--- config.mk ---
export PLATFORM = sky130hd
export DESIGN_NAME = mem_stage
export DESIGN_NICKNAME = d
export VERILOG_FILES = /design/src/rtl/riscv_pkg.sv /design/src/rtl/mem_stage.sv
export SDC_FILE = /design/constraint.sdc
export NUM_CORES = 1
export LEC_CHECK = 0
export CORE_UTILIZATION = 50
export DETAILED_ROUTE_END_ITERATION = 6
export DONT_BUFFER_PORTS = 1
export PLACE_DENSITY = 0.69
export SLEW_MARGIN = 20
export SYNTH_ARGS = -nofsm -noshare
export SYNTH_HDL_FRONTEND = slang
export SYNTH_SLANG_ARGS = --single-unit
--- constraint.sdc ---
create_clock -name clk -period 6.7 [get_ports clk]
set_input_delay 0.67 -clock clk [delete_from_list [all_inputs] [get_ports clk]]
set_output_delay 0.67 -clock clk [all_outputs]
set_load 0.1 [all_outputs]
--- src/rtl/riscv_pkg.sv ---
// Shared definitions for the memory stage.
// Contents:
//   XLEN, REG_ADDR_W   - datapath width and register-address width
//   WB_SEL_*           - bit positions inside the one-hot wb_sel vector
//   mem_state_e        - memory-stage FSM states
package riscv_pkg;

    localparam int XLEN       = 32;
    localparam int REG_ADDR_W = 5;

    // Bit positions in wb_sel; an all-zero wb_sel selects alu_result.
    localparam int WB_SEL_MEM = 2;
    localparam int WB_SEL_PC  = 1;
    localparam int WB_SEL_CSR = 0;

    typedef enum logic {
        ST_IDLE   = 1'b0,
        ST_ACCESS = 1'b1
    } mem_state_e;

endpackage

--- src/rtl/mem_stage.sv ---
// Memory stage of the pipeline.
// Takes one execute result per cycle. Non-memory ops retire the following
// cycle. Loads and stores issue one data-memory request and hold the stage
// until the memory acknowledges it.
// Ports:
//   clk, rst_n        - clock; rst_n is a synchronous, active-high reset
//   in_valid/in_ready - handshake with execute; ready only while idle
//   alu_result        - result, or the address for loads and stores
//   store_data        - store value; pc_in / csr_rdata are writeback sources
//   rd_in, rd_wen_in  - destination register and its write enable
//   mem_we, mem_re    - store / load qualifiers
//   wb_sel            - one-hot {MEM,PC,CSR}; zero selects alu_result
//   dmem_*            - request-held-until-ack data-memory port
//   wb_addr/we/data   - register-file write port; wb_we is a one-cycle pulse
//   mem_err           - one-cycle pulse for a misaligned or conflicting access
module mem_stage
    import riscv_pkg::*;
(
    input  logic                  clk,
    input  logic                  rst_n,
    input  logic                  in_valid,
    output logic                  in_ready,
    input  logic [XLEN-1:0]       alu_result,
    input  logic [XLEN-1:0]       store_data,
    input  logic [XLEN-1:0]       pc_in,
    input  logic [XLEN-1:0]       csr_rdata,
    input  logic [REG_ADDR_W-1:0] rd_in,
    input  logic                  rd_wen_in,
    input  logic                  mem_we,
    input  logic                  mem_re,
    input  logic [2:0]            wb_sel,
    output logic                  dmem_req,
    output logic                  dmem_we,
    output logic [XLEN-1:0]       dmem_addr,
    output logic [XLEN-1:0]       dmem_wdata,
    input  logic                  dmem_ack,
    input  logic [XLEN-1:0]       dmem_rdata,
    output logic [REG_ADDR_W-1:0] wb_addr,
    output logic                  wb_we,
    output logic [XLEN-1:0]       wb_data,
    output logic                  mem_err
);

    mem_state_e            state_q, state_d;
    logic                  accept;
    logic                  mem_op;
    logic                  bad_access;
    logic                  start_access;
    logic                  access_done;
    logic [XLEN-1:0]       wb_mux;

    // Destination of the load currently waiting for its ack.
    logic [REG_ADDR_W-1:0] pend_rd;
    logic                  pend_wen;
    logic                  pend_load;

    always_comb begin
        in_ready     = (state_q == ST_IDLE);
        accept       = in_valid && in_ready;
        mem_op       = mem_re || mem_we;
        // Both load and store at once is malformed; report it like a misalignment.
        bad_access   = (alu_result[1:0] != 2'b00) || (mem_re && mem_we);
        start_access = accept && mem_op && !bad_access;
        // An ack while idle has no request to complete and is ignored.
        access_done  = (state_q == ST_ACCESS) && dmem_ack;

        state_d = state_q;
        case (state_q)
            ST_IDLE:   if (start_access) state_d = ST_ACCESS;
            ST_ACCESS: if (dmem_ack)     state_d = ST_IDLE;
            default:   state_d = ST_IDLE;
        endcase
    end

    // Writeback source, highest priority first.
    always_comb begin
        if (wb_sel[WB_SEL_MEM])      wb_mux = dmem_rdata;
        else if (wb_sel[WB_SEL_PC])  wb_mux = pc_in + XLEN'(4);
        else if (wb_sel[WB_SEL_CSR]) wb_mux = csr_rdata;
        else                         wb_mux = alu_result;
    end

    always_ff @(posedge clk) begin
        if (rst_n) begin
            state_q    <= ST_IDLE;
            dmem_req   <= 1'b0;
            dmem_we    <= 1'b0;
            dmem_addr  <= '0;
            dmem_wdata <= '0;
            wb_we      <= 1'b0;
            wb_addr    <= '0;
            wb_data    <= '0;
            mem_err    <= 1'b0;
            pend_rd    <= '0;
            pend_wen   <= 1'b0;
            pend_load  <= 1'b0;
        end else begin
            state_q <= state_d;
            wb_we   <= 1'b0;
            mem_err <= 1'b0;

            if (accept && mem_op && bad_access) begin
                mem_err <= 1'b1;
            end

            if (accept && !mem_op && rd_wen_in && (rd_in != '0)) begin
                wb_we   <= 1'b1;
                wb_addr <= rd_in;
                wb_data <= wb_mux;
            end

            if (start_access) begin
                dmem_req   <= 1'b1;
                dmem_we    <= mem_we;
                dmem_addr  <= alu_result;
                dmem_wdata <= store_data;
                pend_rd    <= rd_in;
                pend_wen   <= rd_wen_in;
                pend_load  <= mem_re;
            end

            if (access_done) begin
                dmem_req <= 1'b0;
                dmem_we  <= 1'b0;
                if (pend_load && pend_wen && (pend_rd != '0)) begin
                    wb_we   <= 1'b1;
                    wb_addr <= pend_rd;
                    wb_data <= dmem_rdata;
                end
            end
        end
    end

endmodule

==> qor.yml, run 1 <==
routing:
  wl_um: 18700
  dr_wl_met2_um: 9680
  dr.pass1.iters: 4
  wl_per_cell_um: 21.8
  antenna_left: 0
  wl_met1_um: 6630
  via_per_inst: 6.53
  remaining_drc_errors: 0
  drt_iter0_markers: 465
  met3_length_um: 1730
  vias: 5584
  top_layer_used: "met4"
power_and_ir_drop:
  p_per_area_mw_per_mm2: 289
  switching_share_pct: 28.3
  p_int_mw: 1.33
  finalPower_mw: 1.85
  pwr-share-seq_pct: 44.3
  peakVddDrop_v: 0.000212
  p_leak_nw: 2.11
  pwr-share-comb_pct: 5.7
  p_clk_share_pct: 49.9
  p_switching_uw: 522
outcome:
  status: "finished clean"
hold_path:
  hold_class: "in -> reg"
  min_from: "rst_n"
floorplanning:
  start_util_pct: 52.3
  die_h_um: 110
  rows: 38
  num_io_pins: 281
  die_x_um: 110
  dieArea_mm2: 0.0120
  coreArea_mm2: 0.0111
setup_path:
  crit_slowest_cell: "or4_1"
  slowest_delay_ps: 900
  cp.depth: 5
  crit_chain: "nand3_1 > or4_1 > mux2i_1 > or4b_1 > a311oi_1"
  worstSetupStartpoint: "pc_in[6]"
  reg2reg_slack_ps: 4300
  arrival_ps: 2930
  worstPathRequired_ps: 7010
  cp-end-kind: "register"
  rr_worst_depth: 5
  cp_max_fo: 16
  cp_top_family: "simple AND/OR/NAND/NOR gates"
  r2r-start: "state_q"
  cp-endpoint: "wb_data[22]"
  start_kind: "primary input"
  path_buf_inv: 0
  critPathKind: "in -> reg"
  reg2reg_to: "wb_data[22]"
clock_tree:
  numCtsBuffers: 17
  cts_resized: 0
  cts_htree_levels: 4
  cts_num_sinks: 113
  cts_hold_buffers: 0
  root_buffer: "clkbuf_16"
  path_clk_slew_ps: 60
  cts_tree: "done"
  cts_buffer_depth: 2
  clk_latency_ps: 400
  post-cts-setup-buffers: 0
global_routing:
  grt_max_degree: 115
  antenna_found_initial: 0
  grt_pass1_vias: 5173
  grt_pass1_wl_um: 27100
  gr-total-overflow: 0
  track_usage_pct: 30.1
synth:
  synth_most_common_cell: "nand2_1"
  ys_seq_area_share_pct: 39.0
  netlist_top_cells_area: "dfxtp_1 39%, nand2_1 11%, mux2i_1 7.4%"
  synth_cell_types: 50
  ys.flop_type: "dfxtp_1"
  syn_area_mm2: 0.00579
  synth_top_area_share_pct: 39.0
  yosys.area.top_type: "dfxtp_1"
  async_flop_share_pct: 0
  synth_nets: 914
  synth_edf_count: 0
  synth_warnings: 0
  syn_avg_cell_area_um2: 7.85
  syn_inst: 738
  synth-seq-cells: 113
  synthTopCellsByCount: "176 x nand2_1, 113 x dfxtp_1, 82 x a21oi_1, 44 x clkbuf_1, 43 x mux2i_1"
finish:
  drive_gt1_share_pct: 7.69
  fin_nets: 878
  design_area_mm2: 0.00638
  n_antenna_cell: 0
  area_growth_pct: 10.2
timing:
  hold_ws_ps: 342
  slew_headroom_pct: 30.7
  rsz0062_at_grt: "no"
  tightestPinTransition_ps: 1040
  period_minus_slack_ps: 2620
  tns_ps: 0
  period_share_pct: 39.1
  drv_slew: 0
  finalHoldViolations: 0
  finalSetupViolCount: 0
  finalClockSkew_ps: 8.53
  fmax_mhz: 382
placed_design:
  dp_hpwl_um: 13600
  place_area_mm2: 0.00577
  port_buffers: 0
  gp_congestion: 0.914
run:
  drv_cap: 0
cell type report:
| cell class | count | area, um^2 |
|---|---|---|
| timing repair buffer | 3 | 22.5 |
| inverter | 9 | 33.8 |
| clock buffer | 18 | 429 |
| sequential | 113 | 2260 |
| tap | 140 | 175 |
| multi-input combinational | 558 | 3280 |
| fill | 1044 | 4690 |
| clock inverter | 14 | 181 |
state kept, by name, indices dropped and copies added, names as in the netlist, 5 cells and up:
signal / count
dmem_addr: 32
dmem_wdata: 32
pend_rd: 5
wb_addr: 5
wb_data: 32
power groups by stage:
stage | Sequential (mW) | Combinational [mW] | Clock (mW)
3_3_place_gp | 0.833 | 0.101 | 0
3_5_place_dp | 0.833 | 0.105 | 0
2_1_floorplan | 0.828 | 0.0998 | 0
5_1_grt | 0.821 | 0.116 | 0.972
6_report | 0.819 | 0.106 | 0.923
4_1_cts | 0.819 | 0.105 | 0.937
worst min path at each step:
stage                             to  cells past startpoint
after detailed placement    pend_wen                      2
after floorplan             pend_wen                      2
after global placement      pend_wen                      2
after CTS                 wb_data[3]                      1
final                     wb_data[3]                      1
after global routing      wb_data[2]                      1
metrics by stage:
step | util [%] | worst slack, ps | std cells
final | 57.6 | 4080 | 855
after global routing | 57.6 | 3950 | 855
after CTS | 57.6 | 4100 | 855
after detailed placement | 52.1 | 3660 | 823
after global placement | 52.1 | 3740 | 823
after floorplan | - | 4050 | 738
metal layers:
metal | vias up | global-route usage, %
li1 | 2574 | -
met1 | 2661 | 31.9
met2 | 306 | 54.0
met3 | 43 | 9.48
met4 | 0 | 14.4
met5 | - | 0
cells in the final DEF (no fill, tap or decap), types with 4 or more instances in the layout:
master / synthesis / routed
a311oi_1: 14 / 14
a21oi_1: 82 / 82
nor2_1: 42 / 41
nand3_1: 13 / 12
xor2_1: 8 / 8
o221ai_1: 8 / 8
mux2i_1: 43 / 43
xnor2_1: 6 / 6
inv_1: 9 / 9
o22ai_1: 13 / 13
clkbuf_16: 0 / 17
clkinv_4: 0 / 6
a211oi_1: 20 / 20
nor3_1: 10 / 10
nand2_1: 176 / 176
nand2b_1: 5 / 5
nor4_1: 12 / 12
a211o_1: 5 / 5
nor3b_1: 4 / 4
a31oi_1: 5 / 5
nor2b_1: 4 / 4
mux2_2: 8 / 8
a22oi_1: 4 / 4
o21ai_0: 23 / 23
nand4_1: 11 / 11
dfxtp_1: 113 / 113
o31a_1: 9 / 9
cell families (layout without fill, tap and decap cells):
kind of cell,Yosys count,count (layout),synth area share [%]
mux,51,51,8.98
flops,113,113,39.0
xor+xnor,14,14,2.12
simple gates,298,298,23.6
fa+ha+maj,1,1,0.216
compound gates,194,194,21.3
buf+inv,67,44,4.73
Power figures use the tool's default switching activity.
==> run 2, diff against run 1 <==
- PLACE_DENSITY: 0.69 -> 0.72
- clock period: 6.7 -> 2.3 ns (I/O delays scaled with it)
==> qor.yml, run 2 (same netlist as run 1, synthesis figures left out) <==
outcome:
  status: "finished clean"
clock_tree:
  numCtsBuffers: 17  # unchanged
  clk_latency_ps: 420  # +20 ps
  path_clk_slew_ps: 60  # about the same
  cts_htree_levels: 4  # unchanged
  cts_buffer_depth: 2  # unchanged
  cts_num_sinks: 113  # unchanged
  root_buffer: "clkbuf_16"
  cts_tree: "done"
  post-cts-setup-buffers: 0  # unchanged
global_routing:
  gr-total-overflow: 0  # unchanged
  track_usage_pct: 37.7  # +7.6 points
  grt_pass1_wl_um: 33500  # +24%
  antenna_found_initial: 1  # +1
  grt_max_degree: 109  # -5.2%
  grt_pass1_vias: 6562  # +27%
routing:
  drt_iter0_markers: 745  # +60%
  wl_per_cell_um: 21.6  # -0.91%
  remaining_drc_errors: 0  # unchanged
  dr.pass1.iters: 5  # +1
  antenna_left: 0  # unchanged
  wl_um: 23100  # +24%
  vias: 6714  # +20%
  via_per_inst: 6.30  # -3.6%
floorplanning:
  rows: 38  # unchanged
  dieArea_mm2: 0.0120  # unchanged
  start_util_pct: 52.3  # unchanged
  die_x_um: 110  # unchanged
  num_io_pins: 281  # unchanged
  die_h_um: 110  # unchanged
  coreArea_mm2: 0.0111  # unchanged
timing:
  period_minus_slack_ps: 2210
  tightestPinTransition_ps: 817  # -222 ps
  slew_headroom_pct: 45.5  # +15 points
  finalClockSkew_ps: 8.09  # -0.440 ps
  period_share_pct: 96.1
  finalHoldViolations: 0  # unchanged
  tns_ps: 0  # unchanged
  fmax_mhz: 452
  drv_slew: 0  # unchanged
  rsz0062_at_grt: "no"
  finalSetupViolCount: 0  # unchanged
setup_path:
  crit_slowest_cell: "dlygate4sd3_1"
  path_buf_inv: 2  # +2
  worstPathRequired_ps: 2660  # -4350 ps
  cp_max_fo: 26  # +10
  reg2reg_slack_ps: 90  # -4210 ps
  r2r-start: "state_q"
  worstSetupStartpoint: "state_q"
  reg2reg_to: "dmem_addr[17]"
  arrival_ps: 2570  # -360 ps
  start_kind: "register"
  rr_worst_depth: 6  # +1
  cp_top_family: "simple AND/OR/NAND/NOR gates"
  crit_chain: "nor2b_1 > and3_4 > buf_12 > nand2_1 > a21oi_1 > dlygate4sd3_1"
  slowest_delay_ps: 580  # -320 ps
  cp-end-kind: "register"
  critPathKind: "reg -> reg"
placed_design:
  port_buffers: 0  # unchanged
  dp_hpwl_um: 14700  # +7.5%
  place_area_mm2: 0.00674  # +17%
  gp_congestion: 0.918  # +0.53%
run:
  drv_cap: 0  # unchanged
finish:
  reg_top3: "dmem_addr x32, dmem_wdata x32, wb_data x32"
  mostFrequentLayoutCell: "nand2_1"
  area_growth_pct: 42.7
  n_antenna_cell: 0  # unchanged
  fin_nets: 1089  # +24%
  final_cell_mix: "176 x nand2_1, 121 x buf_4, 113 x dfxtp_1, 88 x dlygate4sd3_1, 82 x a21oi_1"
  drive_gt1_share_pct: 19.3  # +12 points
  design_area_mm2: 0.00827  # +30%
power_and_ir_drop:
  p_per_area_mw_per_mm2: 687  # +140%
  peakVddDrop_v: 0.000600  # +180%
  finalPower_mw: 5.68  # +210%
  p_leak_nw: 3.17  # +50%
hold_path:
  hold_end: "wb_data[10]"
  hold_class: "in -> reg"
  whs_path_depth: 3  # +2
  min_from: "wb_sel[2]"
run 2: cell count changes in the layout (fill, tap and decap cells not counted), sizes merged:
cell	delta
buf	+123
dlygate4sd3	+88
run 2: final cells by class:
cell class,count,area (um^2)
inverter,9,33.8
multi-input combinational,558,3280
clock buffer,18,439
sequential,113,2260
fill,750,2810
timing repair buffer,214,1900
tap,140,175
clock inverter,14,181
run 2: timing repair:
action,CTS,global route
gates resized for setup,0,1
hold buffers,89,0
setup endpoints to repair,0,5
hold endpoints to repair,113,0
run 2: metal layers:
metal / GRT usage [%] / wire length, um
met5: 0 / 12
met1: 38.1 / 8020
met3: 14.0 / 2450
met4: 25.0 / 1320
met2: 64.9 / 11300
run 2: how the worst max path moves through the flow:
stage,to,slack (ps),depth (start not counted)
6_report,dmem_addr[17],90,6
2_1_floorplan,wb_data[22],90,7
5_1_grt,dmem_addr[17],5,6
4_1_cts,dmem_addr[24],90,6
3_5_place_dp,wb_data[22],90,6
3_3_place_gp,wb_data[22],110,6
run 2: worst reg2reg max path, stage by stage (launching register included):
cell and delay, ps:
dfxtp_1 360, nor2b_1 310, and3_4 440, buf_12 220, nand2_1 80, a21oi_1 170, dlygate4sd3_1 590
run 2: metrics by stage:
stage | hold slack [ps] | util (%) | setup WS [ps] | std cells
after detailed placement | 317 | 60.8 | 92.6 | 945
after global routing | 8.30 | 74.6 | 4.83 | 1066
after global placement | 312 | 60.8 | 107 | 945
after floorplan | 325 | - | 88.6 | 738
final | 16.2 | 74.6 | 89.4 | 1066
after CTS | 1.32 | 74.6 | 87.5 | 1066
run 2: power by group:
group          total [mW]  internal (mW)  switching (mW)
Combinational       0.927          0.303           0.625
Sequential           2.03           2.01          0.0205
Clock                2.73           1.75           0.979
